===== src/rtl/tdm_slot_engine_if.sv =====
// Host-side slot bus of the TDM framer.
// The host writes the tx table and receives rx bytes.
interface tdm_slot_engine_if #(
  parameter int SLOT_W = 5,
  parameter int BITS   = 8
);
  logic              tx_wr;
  logic [SLOT_W-1:0] tx_slot;
  logic [BITS-1:0]   tx_data;
  logic              rx_valid;
  logic [BITS-1:0]   rx_data;
  logic [SLOT_W-1:0] rx_slot;

  modport master (
    output tx_wr, tx_slot, tx_data,
    input  rx_valid, rx_data, rx_slot
  );

  modport slave (
    input  tx_wr, tx_slot, tx_data,
    output rx_valid, rx_data, rx_slot
  );
endinterface


===== src/rtl/tdm_slot_engine.sv =====
// ST-BUS style TDM framer: oversampled c4/f0, per-slot rx/tx bytes,
// flywheel frame sync with error pulse, optional per-slot loopback.
module tdm_slot_engine #(
  parameter int              CHANNELS   = 32,
  parameter int              BITS       = 8,
  parameter int              C4_PER_BIT = 2,
  parameter logic [BITS-1:0] IDLE_BYTE  = 8'hFF
) (
  input  logic clk50,
  input  logic reset_n,
  input  logic c4,
  input  logic f0,
  input  logic dst_in,
  input  logic loopback,
  output logic dst_out,
  output logic locked,
  output logic frame_err,
  tdm_slot_engine_if.slave bus
);
  localparam int SLOT_W      = $clog2(CHANNELS);
  localparam int FRAME_EDGES = CHANNELS * BITS * C4_PER_BIT;
  localparam int E_W         = $clog2(FRAME_EDGES);
  localparam int P_W         = $clog2(C4_PER_BIT);
  localparam int K_W         = $clog2(BITS);
  localparam logic [E_W-1:0] E_LAST = E_W'(FRAME_EDGES - 1);
  localparam logic [P_W-1:0] P_LAST = P_W'(C4_PER_BIT - 1);
  localparam logic [K_W-1:0] K_LAST = K_W'(BITS - 1);

  logic [2:0]        c4_s;
  logic [1:0]        f0_s;
  logic [1:0]        d_s;
  logic              c4_edge;
  logic              f0_low;
  logic [E_W-1:0]    e;
  logic [E_W-1:0]    e_nx;
  logic [E_W-1:0]    b;
  logic [P_W-1:0]    p;
  logic [K_W-1:0]    k;
  logic [SLOT_W-1:0] s;
  logic              lock_nx;
  logic              err_nx;
  logic [BITS-1:0]   rx_sh;
  logic [BITS-1:0]   rx_nx;
  logic [BITS-1:0]   tx_sh;
  logic              rx_valid;
  logic [BITS-1:0]   rx_data;
  logic [SLOT_W-1:0] rx_slot;
  logic [BITS-1:0]   tx_table [CHANNELS];

  assign c4_edge = c4_s[1] & ~c4_s[2];
  assign f0_low  = ~f0_s[1];

  assign bus.rx_valid = rx_valid;
  assign bus.rx_data  = rx_data;
  assign bus.rx_slot  = rx_slot;

  always_comb begin
    e_nx = e + 1'b1;
    if (f0_low || e == E_LAST) e_nx = '0;
    b       = E_W'(e_nx / E_W'(C4_PER_BIT));
    p       = P_W'(e_nx % E_W'(C4_PER_BIT));
    s       = SLOT_W'(b / E_W'(BITS));
    k       = K_W'(b % E_W'(BITS));
    lock_nx = locked | f0_low;
    err_nx  = locked & (f0_low ? (e != E_LAST) : (e == E_LAST));
    rx_nx   = (rx_sh << 1) | BITS'(d_s[1]);
  end

  always_ff @(posedge clk50 or negedge reset_n) begin
    if (!reset_n) begin
      c4_s      <= '0;
      f0_s      <= '0;
      d_s       <= '0;
      e         <= '0;
      locked    <= 1'b0;
      frame_err <= 1'b0;
      dst_out   <= 1'b1;
      rx_valid  <= 1'b0;
      rx_data   <= '0;
      rx_slot   <= '0;
      rx_sh     <= '0;
      tx_sh     <= '0;
      for (int i = 0; i < CHANNELS; i++) tx_table[i] <= IDLE_BYTE;
    end else begin
      c4_s      <= {c4_s[1:0], c4};
      f0_s      <= {f0_s[0], f0};
      d_s       <= {d_s[0], dst_in};
      rx_valid  <= 1'b0;
      frame_err <= 1'b0;
      if (bus.tx_wr && int'(bus.tx_slot) < CHANNELS)
        tx_table[bus.tx_slot] <= bus.tx_data;
      // loopback write is last so it beats a same-slot host write
      if (loopback && rx_valid)
        tx_table[rx_slot] <= rx_data;
      if (c4_edge) begin
        e         <= e_nx;
        locked    <= lock_nx;
        frame_err <= err_nx;
        if (lock_nx && p == P_LAST) begin
          rx_sh <= rx_nx;
          if (k == K_LAST) begin
            rx_valid <= 1'b1;
            rx_data  <= rx_nx;
            rx_slot  <= s;
          end
        end
        if (lock_nx && p == '0) begin
          if (k == '0) begin
            tx_sh   <= tx_table[s];
            dst_out <= tx_table[s][BITS-1];
          end else begin
            tx_sh   <= tx_sh << 1;
            dst_out <= tx_sh[BITS-2];
          end
        end
      end
    end
  end
endmodule


===== src/flat_wrapper.sv =====
// flat-port wrapper written by rule: the top's interface ports become plain ports
module tdm_slot_engine_flat 
#(
  parameter int              CHANNELS   = 32,
  parameter int              BITS       = 8,
  parameter int              C4_PER_BIT = 2,
  parameter logic [BITS-1:0] IDLE_BYTE  = 8'hFF
)
  (clk50, reset_n, c4, f0, dst_in, loopback, dst_out, locked, frame_err, bus_tx_wr, bus_tx_slot, bus_tx_data, bus_rx_valid, bus_rx_data, bus_rx_slot);
  tdm_slot_engine_if #(.SLOT_W(5), .BITS(BITS)) bus_i ();
  input  logic clk50;
  input  logic reset_n;
  input  logic c4;
  input  logic f0;
  input  logic dst_in;
  input  logic loopback;
  output logic dst_out;
  output logic locked;
  output logic frame_err;
  input wire logic [$bits(bus_i.tx_wr)-1:0] bus_tx_wr;
  input wire logic [$bits(bus_i.tx_slot)-1:0] bus_tx_slot;
  input wire logic [$bits(bus_i.tx_data)-1:0] bus_tx_data;
  output wire logic [$bits(bus_i.rx_valid)-1:0] bus_rx_valid;
  output wire logic [$bits(bus_i.rx_data)-1:0] bus_rx_data;
  output wire logic [$bits(bus_i.rx_slot)-1:0] bus_rx_slot;
  assign bus_i.tx_wr = bus_tx_wr;
  assign bus_i.tx_slot = bus_tx_slot;
  assign bus_i.tx_data = bus_tx_data;
  assign bus_rx_valid = bus_i.rx_valid;
  assign bus_rx_data = bus_i.rx_data;
  assign bus_rx_slot = bus_i.rx_slot;
  tdm_slot_engine #(.CHANNELS(CHANNELS), .BITS(BITS), .C4_PER_BIT(C4_PER_BIT), .IDLE_BYTE(IDLE_BYTE)) u_core (.clk50(clk50), .reset_n(reset_n), .c4(c4), .f0(f0), .dst_in(dst_in), .loopback(loopback), .dst_out(dst_out), .locked(locked), .frame_err(frame_err), .bus(bus_i));
endmodule

===== config.mk =====
export PLATFORM = sky130hd
export DESIGN_NAME = tdm_slot_engine_flat
export DESIGN_NICKNAME = d
export VERILOG_FILES = /design/src/rtl/tdm_slot_engine_if.sv /design/src/rtl/tdm_slot_engine.sv /design/src/flat_wrapper.sv
export SDC_FILE = /design/constraint.sdc
export NUM_CORES = 1
export LEC_CHECK = 0
export BUFFER_PORTS_ARGS = -buffer_cell sky130_fd_sc_hd__buf_2
export CAP_MARGIN = 40
export CORE_MARGIN = 10
export CORE_UTILIZATION = 48
export CTS_BUF_LIST = sky130_fd_sc_hd__clkbuf_8 sky130_fd_sc_hd__clkbuf_16
export DETAILED_ROUTE_END_ITERATION = 12
export PLACE_DENSITY = 0.65
export SYNTH_ARGS = -nofsm -noshare
export SYNTH_HDL_FRONTEND = slang
export SYNTH_SLANG_ARGS = --single-unit

===== constraint.sdc =====
create_clock -name clk50 -period 8 [get_ports clk50]
set_input_delay 0.8 -clock clk50 [delete_from_list [all_inputs] [get_ports clk50]]
set_output_delay 0.8 -clock clk50 [all_outputs]
set_load 0.01 [all_outputs]

==> run summary <==
clock root cell - clkbuf_16
Via density - 5.917
ys async rst share - 1.000
VDD IR max - 219.0 µV
Post-DP HPWL - 33.51 mm
placed insts - 2,140
final setup fails - 0
Die H - 206.7 µm
number of post-CTS setup repair buffers - 0
routed wire length - 52.28 mm
crit-path max FO - 43
achievable frequency - 0.2356 GHz
worst path buffer plus inverter count - 3
outcome - finished clean
first-pass GRT wire length - 79.74 mm
leakage - 0.007752 µW
Die W - 206.7 µm
Post-Syn Area per Cell - 9.669 µm²
placer congestion estimate - 0.9547
post-synthesis cell type count - 58
layout cell share with drive strength beyond 1 - 0.2454
worst hold margin - 0.1959 ns
Seq/Total Area, Yosys - 0.4725
Required @ worst endpoint - 8.40 ns
Synth Cell Area - 16,730 µm²
Synth Flop Type - dfstp_2
Bufs on Longest Clock Path - 3
syn nets - 1,753
htree depth - 2
Period minus WS final - 4.244 ns
DRC viols - 0
RSZ-0062 raised after global routing - false
gr usage total - 0.2430
Ports - 37
Initial Utilization - 0.4854
total of fill cells in the finished design - 3,050
Worst slew margin - 0.2643
worst clock skew - 0.02280 ns
worst stage delay on the critical path - 0.57 ns
Area Overhead vs Synth - 10.64%
cells along the critical path - ha_1 -> and2_1 -> nand2_1 -> nor2_1 -> ha_1 -> inv_1 -> ha_1 -> nand2b_1 -> mux2i_4 -> buf_4 -> buf_4 -> mux2i_1 -> a221oi_1 -> o21ai_0 -> nor4bb_1
Crit Path Class - flip-flop to flip-flop
clock network latency to the later pin of the worst-skew pair - 0.53 ns
Sum Neg Setup Slack - 0 ns
number of synthesized flops with an enable pin - 0
die area - 42,710 µm²
startpoint types - flip-flop
post-CTS sizing - 0
Post-Synthesis Cells - 1,730
CP arrival - 4.64 ns
total number of vias - 13,040
Layout Nets - 1,745
Slew Viols, Final - 0
Non-Filler Instances - 2,204
Rows - 68
clock buffers created by TritonCTS - 35
critical path's top delay family - buffers and inverters
cell mode on critical path - ha_1
Seq cells post-synth - 303
DR iter-0 viols - 1,277
Final period util - 0.5305
Final Hold Viols - 0
max cap viols - 0
post-route cell area - 18,510 µm²
CTS tree - built
vias in the first global route - 12,780
dpl cell area - 17,390 µm²
Clock Sinks - 303
largest net degree at the start of global routing - 174
pwr dens - 235.0 nW/µm²
antenna viol nets, final - 0
CTS clk-pin slew, worst paths - 0.06 ns
IO Port Bufs - 36
crit end category - flip-flop
Core ar. - 34,460 µm²
Hold Crit Class - primary input to async pin
Least-Margin Pin Slew - 1.104 ns
GRT overflow - 0
Synth Warn # - 0
CTS Hold Bufs - 0
DR pass1 iterations - 5
slowest stage cell, crit path - buf_4
wire per inst - 23.72 µm
initial antenna violation count - 3
flip-flops by register name, summed over array words and instances (netlist names):
register / flops
u_core.tx_table: 256
u_core.e: 9
u_core.bus.rx_data: 8
u_core.rx_sh: 7
u_core.tx_sh: 7
u_core.bus.rx_slot: 5
u_core.c4_s: 3
u_core.d_s: 2
u_core.f0_s: 2
u_core.bus.rx_valid: 1
u_core.dst_out: 1
u_core.frame_err: 1
u_core.locked: 1
synth_stat cells (2+ instances only):
library cell,count,area [µm²]
xor2_1,2,17.52
a311oi_1,8,70.07
nand3b_1,5,37.54
o21ai_0,147,735.7
nand2_1,292,1096
dfstp_2,257,6753
a21oi_1,132,660.6
buf_1,6,22.52
ha_1,3,37.54
nand4_1,6,37.54
nand3_1,16,80.08
and3b_1,3,26.28
a31oi_1,19,118.9
o211ai_1,2,15.01
o22a_1,2,17.52
a211oi_1,15,112.6
nor4b_1,3,26.28
a221oi_1,2,17.52
mux2_2,11,123.9
and2_1,2,12.51
nor4bb_1,2,20.02
o21a_1,2,15.01
mux2i_1,338,3383
nor2b_1,19,118.9
a311o_1,2,20.02
nand2b_1,7,43.79
a41oi_1,2,17.52
nor3b_1,4,30.03
mux4_2,14,315.3
or3b_2,3,26.28
clkbuf_1,111,416.7
a22oi_1,2,15.01
mux2i_4,2,45.04
buf_2,10,50.05
o22ai_1,13,81.33
nor2_1,174,653.1
buf_4,6,45.04
nor3_1,7,35.03
dfrtp_1,46,1151
and3_1,8,50.05
or3_1,6,37.54
inv_1,3,11.26
cell type report:
cell class                 count  area, µm²  share of cell area
clock inverter                18      75.07            0.004057
tap                          455      569.3             0.03076
timing repair buffer          89      641.9             0.03468
antenna                        1      2.502           0.0001352
multi-input combinational   1289       8263              0.4465
sequential                   303       7904              0.4271
clock buffer                  45       1036             0.05598
inverter                       4      15.01           0.0008113
power breakdown:
part | total [µW] | internal, µW | switching (µW)
sequential | 2190 | 2010 | 179
combinational | 619 | 289 | 330
clock | 1540 | 906 | 638
kinds of logic (layout without fill, tap and decap cells):
group                    Yosys count  count (layout)  synth area share
buffers and inverters            138             156           0.03351
adder cells (fa/ha/maj)            3               3          0.002244
XOR/XNOR                           3               3          0.001571
other                              0               1                 0
flip-flops                       303             303            0.4725
AND/OR/NAND/NOR                  562             562            0.1414
multiplexers                     365             365            0.2312
AO/OA/AOI/OAI                    356             356            0.1175
worst paths after layout:
kind                                                to  cells after the start  slack, ns                      from
setup / recovery           u_core.tx_sh[5]$_DFFE_PN0P_                     15       3.76   u_core.e[0]$_DFFE_PN0P_
hold / removal              u_core.frame_err$_DFF_PN0_                      1       0.20                   reset_n
setup reg to reg           u_core.tx_sh[5]$_DFFE_PN0P_                     15       3.76   u_core.e[0]$_DFFE_PN0P_
hold reg to reg               u_core.f0_s[1]$_DFF_PN0_                      0       0.35  u_core.f0_s[0]$_DFF_PN0_
max in group asynchronous  u_core.tx_sh[4]$_DFFE_PN0P_                      2       6.44                   reset_n
min in group clk50            u_core.f0_s[1]$_DFF_PN0_                      0       0.35  u_core.f0_s[0]$_DFF_PN0_
metal layers:
| metal | vias up | GRT usage | wire [µm] |
|---|---|---|---|
| met5 | - | 0 | 13 |
| met4 | 2 | 0.07506 | 1481 |
| met3 | 99 | 0.05805 | 4243 |
| met2 | 521 | 0.3791 | 23910 |
| met1 | 6373 | 0.3285 | 22630 |
| li1 | 6045 | - | - |
stage by stage:
| step | power, µW | utilization | setup WS (ns) |
|---|---|---|---|
| 6_report | 4349 | 0.5371 | 3.756 |
| 5_1_grt | 4534 | 0.5370 | 3.419 |
| 4_1_cts | 4368 | 0.5370 | 3.799 |
| 3_5_place_dp | 2814 | 0.5048 | 3.840 |
| 3_3_place_gp | 2784 | 0.4970 | 3.909 |
| 2_1_floorplan | 2576 | - | 4.770 |
cells in the final DEF, fill, tap and decap left out, drive strengths merged, types with 7 or more instances in the layout:
cell	instances
inv	17
nand2	292
a31oi	19
mux2	11
nor2	175
nor3	7
dfrtp	46
nand2b	7
and3	8
buf	89
clkbuf	45
o22ai	13
mux4	14
a311oi	8
dfstp	257
a211oi	15
a21oi	132
nand3	17
o21ai	147
nor2b	19
mux2i	340
(Power assumes the default switching activity.)
